### src/rtl/reduce_stream_if.sv
// Handshake bundle for reduce_stream: input word stream and registered frame-result stream.
// REDUCE_STREAM_POPCOUNT_EN adds the out_ones result field.
interface reduce_stream_if #(
  parameter int WIDTH     = 4,
  parameter int FRAME_LEN = 4
);
  localparam int CNT_W = $clog2(FRAME_LEN + 1);

  logic             in_valid;
  logic             in_ready;
  logic [WIDTH-1:0] in_data;
  logic             in_last;
  logic             out_valid;
  logic             out_ready;
  logic [5:0]       out_all;
  logic [CNT_W-1:0] out_words;
`ifdef REDUCE_STREAM_POPCOUNT_EN
  localparam int ONES_W = $clog2(WIDTH * FRAME_LEN + 1);
  logic [ONES_W-1:0] out_ones;
`endif

  // The engine side of the bundle.
  modport slave (
    input  in_valid,
    input  in_data,
    input  in_last,
    input  out_ready,
    output in_ready,
    output out_valid,
    output out_all,
    output out_words
`ifdef REDUCE_STREAM_POPCOUNT_EN
    , output out_ones
`endif
  );

  // The producer/consumer side of the bundle.
  modport master (
    output in_valid,
    output in_data,
    output in_last,
    output out_ready,
    input  in_ready,
    input  out_valid,
    input  out_all,
    input  out_words
`ifdef REDUCE_STREAM_POPCOUNT_EN
    , input out_ones
`endif
  );
endinterface

### src/rtl/reduce_stream.sv
// Streaming frame reducer: AND/OR/XOR over every bit of up to FRAME_LEN words, result held until consumed.
// Optional REDUCE_STREAM_POPCOUNT_EN also reports the number of 1 bits in the frame.
module reduce_stream #(
  parameter int WIDTH     = 4,
  parameter int FRAME_LEN = 4
) (
  input  logic          clk,
  input  logic          rst,
  reduce_stream_if.slave bus
);
  localparam int CNT_W = $clog2(FRAME_LEN + 1);

  localparam logic [1:0] IDLE  = 2'd0;
  localparam logic [1:0] ACCUM = 2'd1;
  localparam logic [1:0] HOLD  = 2'd2;

  logic [1:0]       stateReg;
  logic             andAcc;
  logic             orAcc;
  logic             xorAcc;
  logic [CNT_W-1:0] beatCount;

  logic             accept;
  logic             wordAnd;
  logic             wordOr;
  logic             wordXor;
  logic             andNext;
  logic             orNext;
  logic             xorNext;
  logic [CNT_W-1:0] countNext;
  logic             frameDone;
  logic             firstBeat;

  assign bus.in_ready = (stateReg != HOLD);
  assign accept       = bus.in_valid && bus.in_ready;
  assign firstBeat    = (stateReg == IDLE);

  assign wordAnd = &bus.in_data;
  assign wordOr  = |bus.in_data;
  assign wordXor = ^bus.in_data;

  // The first beat of a frame seeds the accumulators instead of merging into them.
  assign andNext   = firstBeat ? wordAnd : (andAcc & wordAnd);
  assign orNext    = firstBeat ? wordOr  : (orAcc | wordOr);
  assign xorNext   = firstBeat ? wordXor : (xorAcc ^ wordXor);
  assign countNext = firstBeat ? CNT_W'(1) : (beatCount + CNT_W'(1));
  assign frameDone = bus.in_last || (countNext == CNT_W'(FRAME_LEN));

`ifdef REDUCE_STREAM_POPCOUNT_EN
  localparam int ONES_W = $clog2(WIDTH * FRAME_LEN + 1);

  logic [ONES_W-1:0] onesAcc;
  logic [ONES_W-1:0] wordOnes;
  logic [ONES_W-1:0] onesNext;

  always_comb begin
    wordOnes = '0;
    for (int i = 0; i < WIDTH; i++) begin
      wordOnes = wordOnes + ONES_W'(bus.in_data[i]);
    end
  end

  assign onesNext = firstBeat ? wordOnes : (onesAcc + wordOnes);
`endif

  always_ff @(posedge clk) begin
    if (rst) begin
      stateReg      <= IDLE;
      andAcc        <= 1'b1;
      orAcc         <= 1'b0;
      xorAcc        <= 1'b0;
      beatCount     <= '0;
      bus.out_valid <= 1'b0;
      bus.out_all   <= '0;
      bus.out_words <= '0;
`ifdef REDUCE_STREAM_POPCOUNT_EN
      onesAcc       <= '0;
      bus.out_ones  <= '0;
`endif
    end else begin
      case (stateReg)
        IDLE, ACCUM: begin
          if (accept) begin
            andAcc    <= andNext;
            orAcc     <= orNext;
            xorAcc    <= xorNext;
            beatCount <= countNext;
`ifdef REDUCE_STREAM_POPCOUNT_EN
            onesAcc   <= onesNext;
`endif
            if (frameDone) begin
              // Result is captured from the merged values so the last beat is included.
              stateReg      <= HOLD;
              bus.out_valid <= 1'b1;
              bus.out_all   <= {~xorNext, xorNext, ~orNext, orNext, ~andNext, andNext};
              bus.out_words <= countNext;
`ifdef REDUCE_STREAM_POPCOUNT_EN
              bus.out_ones  <= onesNext;
`endif
            end else begin
              stateReg <= ACCUM;
            end
          end
        end
        HOLD: begin
          if (bus.out_ready) begin
            stateReg      <= IDLE;
            bus.out_valid <= 1'b0;
            andAcc        <= 1'b1;
            orAcc         <= 1'b0;
            xorAcc        <= 1'b0;
            beatCount     <= '0;
`ifdef REDUCE_STREAM_POPCOUNT_EN
            onesAcc       <= '0;
`endif
          end
        end
        default: stateReg <= IDLE;
      endcase
    end
  end
endmodule

### src/flat_wrapper.sv
// flat-port wrapper written by rule: the top's interface ports become plain ports
module reduce_stream_flat 
#(
  parameter int WIDTH     = 4,
  parameter int FRAME_LEN = 4
)
  (clk, rst, bus_in_valid, bus_in_data, bus_in_last, bus_out_ready, bus_in_ready, bus_out_valid, bus_out_all, bus_out_words);
  reduce_stream_if #(.WIDTH(WIDTH), .FRAME_LEN(FRAME_LEN)) bus_i ();
  input  logic clk;
  input  logic rst;
  input wire logic [$bits(bus_i.in_valid)-1:0] bus_in_valid;
  input wire logic [$bits(bus_i.in_data)-1:0] bus_in_data;
  input wire logic [$bits(bus_i.in_last)-1:0] bus_in_last;
  input wire logic [$bits(bus_i.out_ready)-1:0] bus_out_ready;
  output wire logic [$bits(bus_i.in_ready)-1:0] bus_in_ready;
  output wire logic [$bits(bus_i.out_valid)-1:0] bus_out_valid;
  output wire logic [$bits(bus_i.out_all)-1:0] bus_out_all;
  output wire logic [$bits(bus_i.out_words)-1:0] bus_out_words;
  assign bus_i.in_valid = bus_in_valid;
  assign bus_i.in_data = bus_in_data;
  assign bus_i.in_last = bus_in_last;
  assign bus_i.out_ready = bus_out_ready;
  assign bus_in_ready = bus_i.in_ready;
  assign bus_out_valid = bus_i.out_valid;
  assign bus_out_all = bus_i.out_all;
  assign bus_out_words = bus_i.out_words;
  reduce_stream #(.WIDTH(WIDTH), .FRAME_LEN(FRAME_LEN)) u_core (.clk(clk), .rst(rst), .bus(bus_i));
endmodule
### config.mk
export PLATFORM = sky130hd
export DESIGN_NAME = reduce_stream_flat
export DESIGN_NICKNAME = d
export VERILOG_FILES = /design/src/rtl/reduce_stream_if.sv /design/src/rtl/reduce_stream.sv /design/src/flat_wrapper.sv
export SDC_FILE = /design/constraint.sdc
export NUM_CORES = 1
export LEC_CHECK = 0
export ABC_AREA = 1
export CAP_MARGIN = 20
export CORE_MARGIN = 5
export CORE_UTILIZATION = 30
export CTS_CLUSTER_SIZE = 30
export DETAILED_ROUTE_END_ITERATION = 10
export HOLD_SLACK_MARGIN = 0.1
export PLACE_DENSITY = 0.55
export REMOVE_ABC_BUFFERS = 1
export SLEW_MARGIN = 25
export SYNTH_ARGS = -nofsm -noshare
export SYNTH_HDL_FRONTEND = slang
export SYNTH_SLANG_ARGS = --single-unit
### constraint.sdc
create_clock -name clk -period 1.45 [get_ports clk]
set_input_delay 0.145 -clock clk [delete_from_list [all_inputs] [get_ports clk]]
set_output_delay 0.145 -clock clk [all_outputs]
set_load 0.02 [all_outputs]
==> results.md <==
* Reg2Reg Setup Slack at 0.05 ns
* Port buffer count at 19
* Largest family of logic cells by synthesized area: simple AND/OR/NAND/NOR gates
* Placed Cells incl. Taps at 182
* DRC violations left at 0
* Final setup viols at 0
* Non-Filler Instances at 187
* Global route hottest layer: met2
* H-tree Lvls at 1
* Clk pwr share at 28.2%
* WHS at 0.472 ns
* Sequential share of the synthesized area at 40.0%
* Switching portion of total power at 29.4%
* DR vias at 859
* Flops & latches, synth at 18
* Layout cell share with drive strength beyond 1 at 25.6%
* Pwr Density at 865 nW/um^2
* Fin. max-slew vios at 0
* Hold WC Path Type: register to register
* Clock sinks at 18
* Setup TNS at 0 ns
* Synth Cell Area at 901 um^2
* Worst Skew at 0.00575 ns
* CTS clk-pin slew, worst paths at 0.11 ns
* Total GRT Usage at between 10% and 20%
* RSZ-0062 raised after global routing: yes
* Avg WL per Cell at approximately 12 um
* Final period utilization at between 90% and 100%
* DR iter-0 viols at 19
* Leak Pwr at 0.604 nW
* Initial antenna violation count at 0
* Syn. warnings at 0
* Post-Syn Instances at 127
* Max-slew headroom at about four fifths
* Yosys cell types at 19
* Die Wd at approximately 65 um
* Clk_lat worst skew at between 0.2 and 0.3 ns
* Comb pwr share at 23.6%
* GP Congestion at 0.777
* Cts hold-fix bufs at 0
* Final WL at 2.20 mm
* Met1 Use GR at 15.1%
* Internal cell power at 0.800 mW
* Multi-input logic area at 531 um^2
* Core area at 2830 um^2
* Crit path kind: register to primary output
* Critical Path Max Stage Delay at 0.61 ns
* Area Growth Syn to Fin at 45.4%
* WP data required at roughly 1.3 ns
* Global-route wire length before repair at 3.64 mm
* CP startpoint kind: register
* TritonRoute pass-1 iters at 4
* Reg area at 365 um^2
* Grt total ovfl at 0
* XOR/XNOR Fraction of Synth Area at 0%
* Avg Cell Area, Syn at 7.09 um^2
* Minimum clock period at 1.40 ns
* Die Ht at 64.8 um
* Worst path cell trace: clkdlybuf4s50_1
* Status: finished clean
* Psw at 0.334 mW
* Reg power frac at 48.3%
* Antenna diode count at 0
* Total power at 1.13 mW
* Final #Nets at 171
* Die footprint at 4200 um^2
* Post-Synth Simple-Gate Area at 31.1%
* Synth Area in Compound Gates at about an eighth
* Maximum clock rate at about 710 MHz
* CTS tree: yes
* HPWL Detailed at 1.60 mm
* Met3 GRT Util at 3.28%
* Vias in the first global route at 838
* Critical path's top delay family: buffers and inverters
* Max IR drop VDD at 0.518 mV
* Root cell of the clock tree: clkbuf_4
* Final hold violations at 0
* Cts bufs inserted at 3
* Met2 Usage GRT at 16.2%
* CP Capture Type: primary output
* Drt via density at 4.59
* Starting Density at a little under a third
* Rows at 19
* Tightest Pin Transition at 0.288 ns
* # Max-Cap Violations at 0
* Buf/Inv on CP at 1
* I/O pin cnt at 20
* Post-synthesis mux area share at 0%
* Arrival time at the worst endpoint at 1.26 ns
* Clk buf depth at 2
* Final ANT Viol Nets at 0
* Post-Synth Adder-Cell Area at 6.94%
* # fillers at roughly 290
* Critical path's slowest cell: clkdlybuf4s50_1
* Largest net degree at the start of global routing at 14
* CP Max Fanout at 2
[cells in the mapped netlist, drive strengths merged]
library cell,instances,area [um^2]
nand2,29,114
inv,19,71.3
nor2,19,78.8
dfxtp,18,360
a21oi,17,85.1
nand3,10,70.1
ha,5,62.6
o21ai,3,15.0
buf,2,16.3
clkbuf,1,3.75
nand4,1,6.26
nor3,1,5.00
o22ai,1,6.26
or2,1,6.26
[metrics by stage]
stage | instance area (um^2) | util [%] | worst slack (ns)
finish | 1310 | 46.3 | 0.0464
global route | 1310 | 46.3 | -0.0240
CTS | 1210 | 42.7 | 0.0159
detailed placement | 1170 | 41.4 | -0.205
global placement | 1170 | 41.4 | -0.144
floorplan | 881 | - | 0.102
[cell families (layout without fill, tap and decap cells)]
logic type | count (synthesis) | count (layout)
AND/OR/NAND/NOR | 61 | 61
adder cells (fa/ha/maj) | 5 | 5
AO/OA/AOI/OAI | 21 | 21
buffers and inverters | 22 | 51
flip-flops | 18 | 18
[cell usage in the layout, fill, tap and decap left out]
| master | Yosys | final |
|---|---|---|
| dfxtp_2 | 0 | 1 |
| nand4_1 | 1 | 1 |
| nand3_1 | 6 | 5 |
| o22ai_1 | 1 | 1 |
| nor2_1 | 16 | 12 |
| inv_1 | 18 | 17 |
| o21ai_0 | 3 | 3 |
| or2_0 | 1 | 1 |
| nor3_1 | 1 | 1 |
| ha_1 | 5 | 3 |
| clkbuf_4 | 0 | 3 |
| ha_4 | 0 | 2 |
| clkdlybuf4s50_1 | 0 | 15 |
| clkbuf_2 | 0 | 1 |
| dlymetal6s2s_1 | 0 | 3 |
| nand2_1 | 27 | 24 |
| dfxtp_4 | 0 | 1 |
| buf_4 | 0 | 7 |
| a21oi_2 | 0 | 3 |
| buf_6 | 1 | 2 |
| nor2_4 | 0 | 2 |
| clkbuf_8 | 0 | 1 |
| nand2_4 | 0 | 1 |
| nand3_4 | 0 | 1 |
| a21oi_1 | 17 | 14 |
| nand2_2 | 2 | 4 |
| nand3_2 | 4 | 4 |
| inv_2 | 1 | 2 |
| dfxtp_1 | 18 | 16 |
| nor2_2 | 3 | 5 |
[timing repair]
action,in CTS,in global routing
pin swaps,0,5
setup buffers,0,1
setup endpoints to repair,5,14
resized for setup,3,27
[area by class of cell]
cell class | instances | area share, %
Clock buffer | 4 | 2.77
Sequential cell | 18 | 27.9
Tap cell | 31 | 2.96
Timing Repair Buffer | 28 | 20.4
Inverter | 19 | 5.44
Multi-Input combinational cell | 87 | 40.5
[power by group through the flow]
stage          Combinational, mW  Clock, mW  Sequential (mW)
2_1_floorplan              0.118          0            0.569
3_3_place_gp               0.244          0            0.553
3_5_place_dp               0.246          0            0.553
4_1_cts                    0.247      0.326            0.543
5_1_grt                    0.299      0.350            0.551
6_report                   0.267      0.320            0.547
[layer usage]
layer  up-vias  wire [um]  share of wire, %
li1        458          -                 -
met1       386       1080                49
met2        13       1010                46
met3         2         91               4.1
met4         0          9              0.41
met5         -          0                 0
[worst paths after layout]
path,start,end,depth (start not counted)
min reg2reg,u_core.bus.out_words[2],u_core.bus.out_words[2],2
max,u_core.bus.out_all[2],bus_out_all[2],1
min,u_core.bus.out_words[2],u_core.bus.out_words[2],2
max reg2reg,u_core.beatCount[0],u_core.bus.out_all[1],10
[registers in the layout, summed over array words and instances, names as in the netlist]
signal / cells
u_core.andAcc: 1
u_core.stateReg: 2
u_core.bus.out_all: 6
u_core.xorAcc: 1
u_core.bus.out_valid: 1
u_core.bus.out_words: 3
u_core.beatCount: 3
u_core.orAcc: 1
Power figures use the tool's default switching activity.
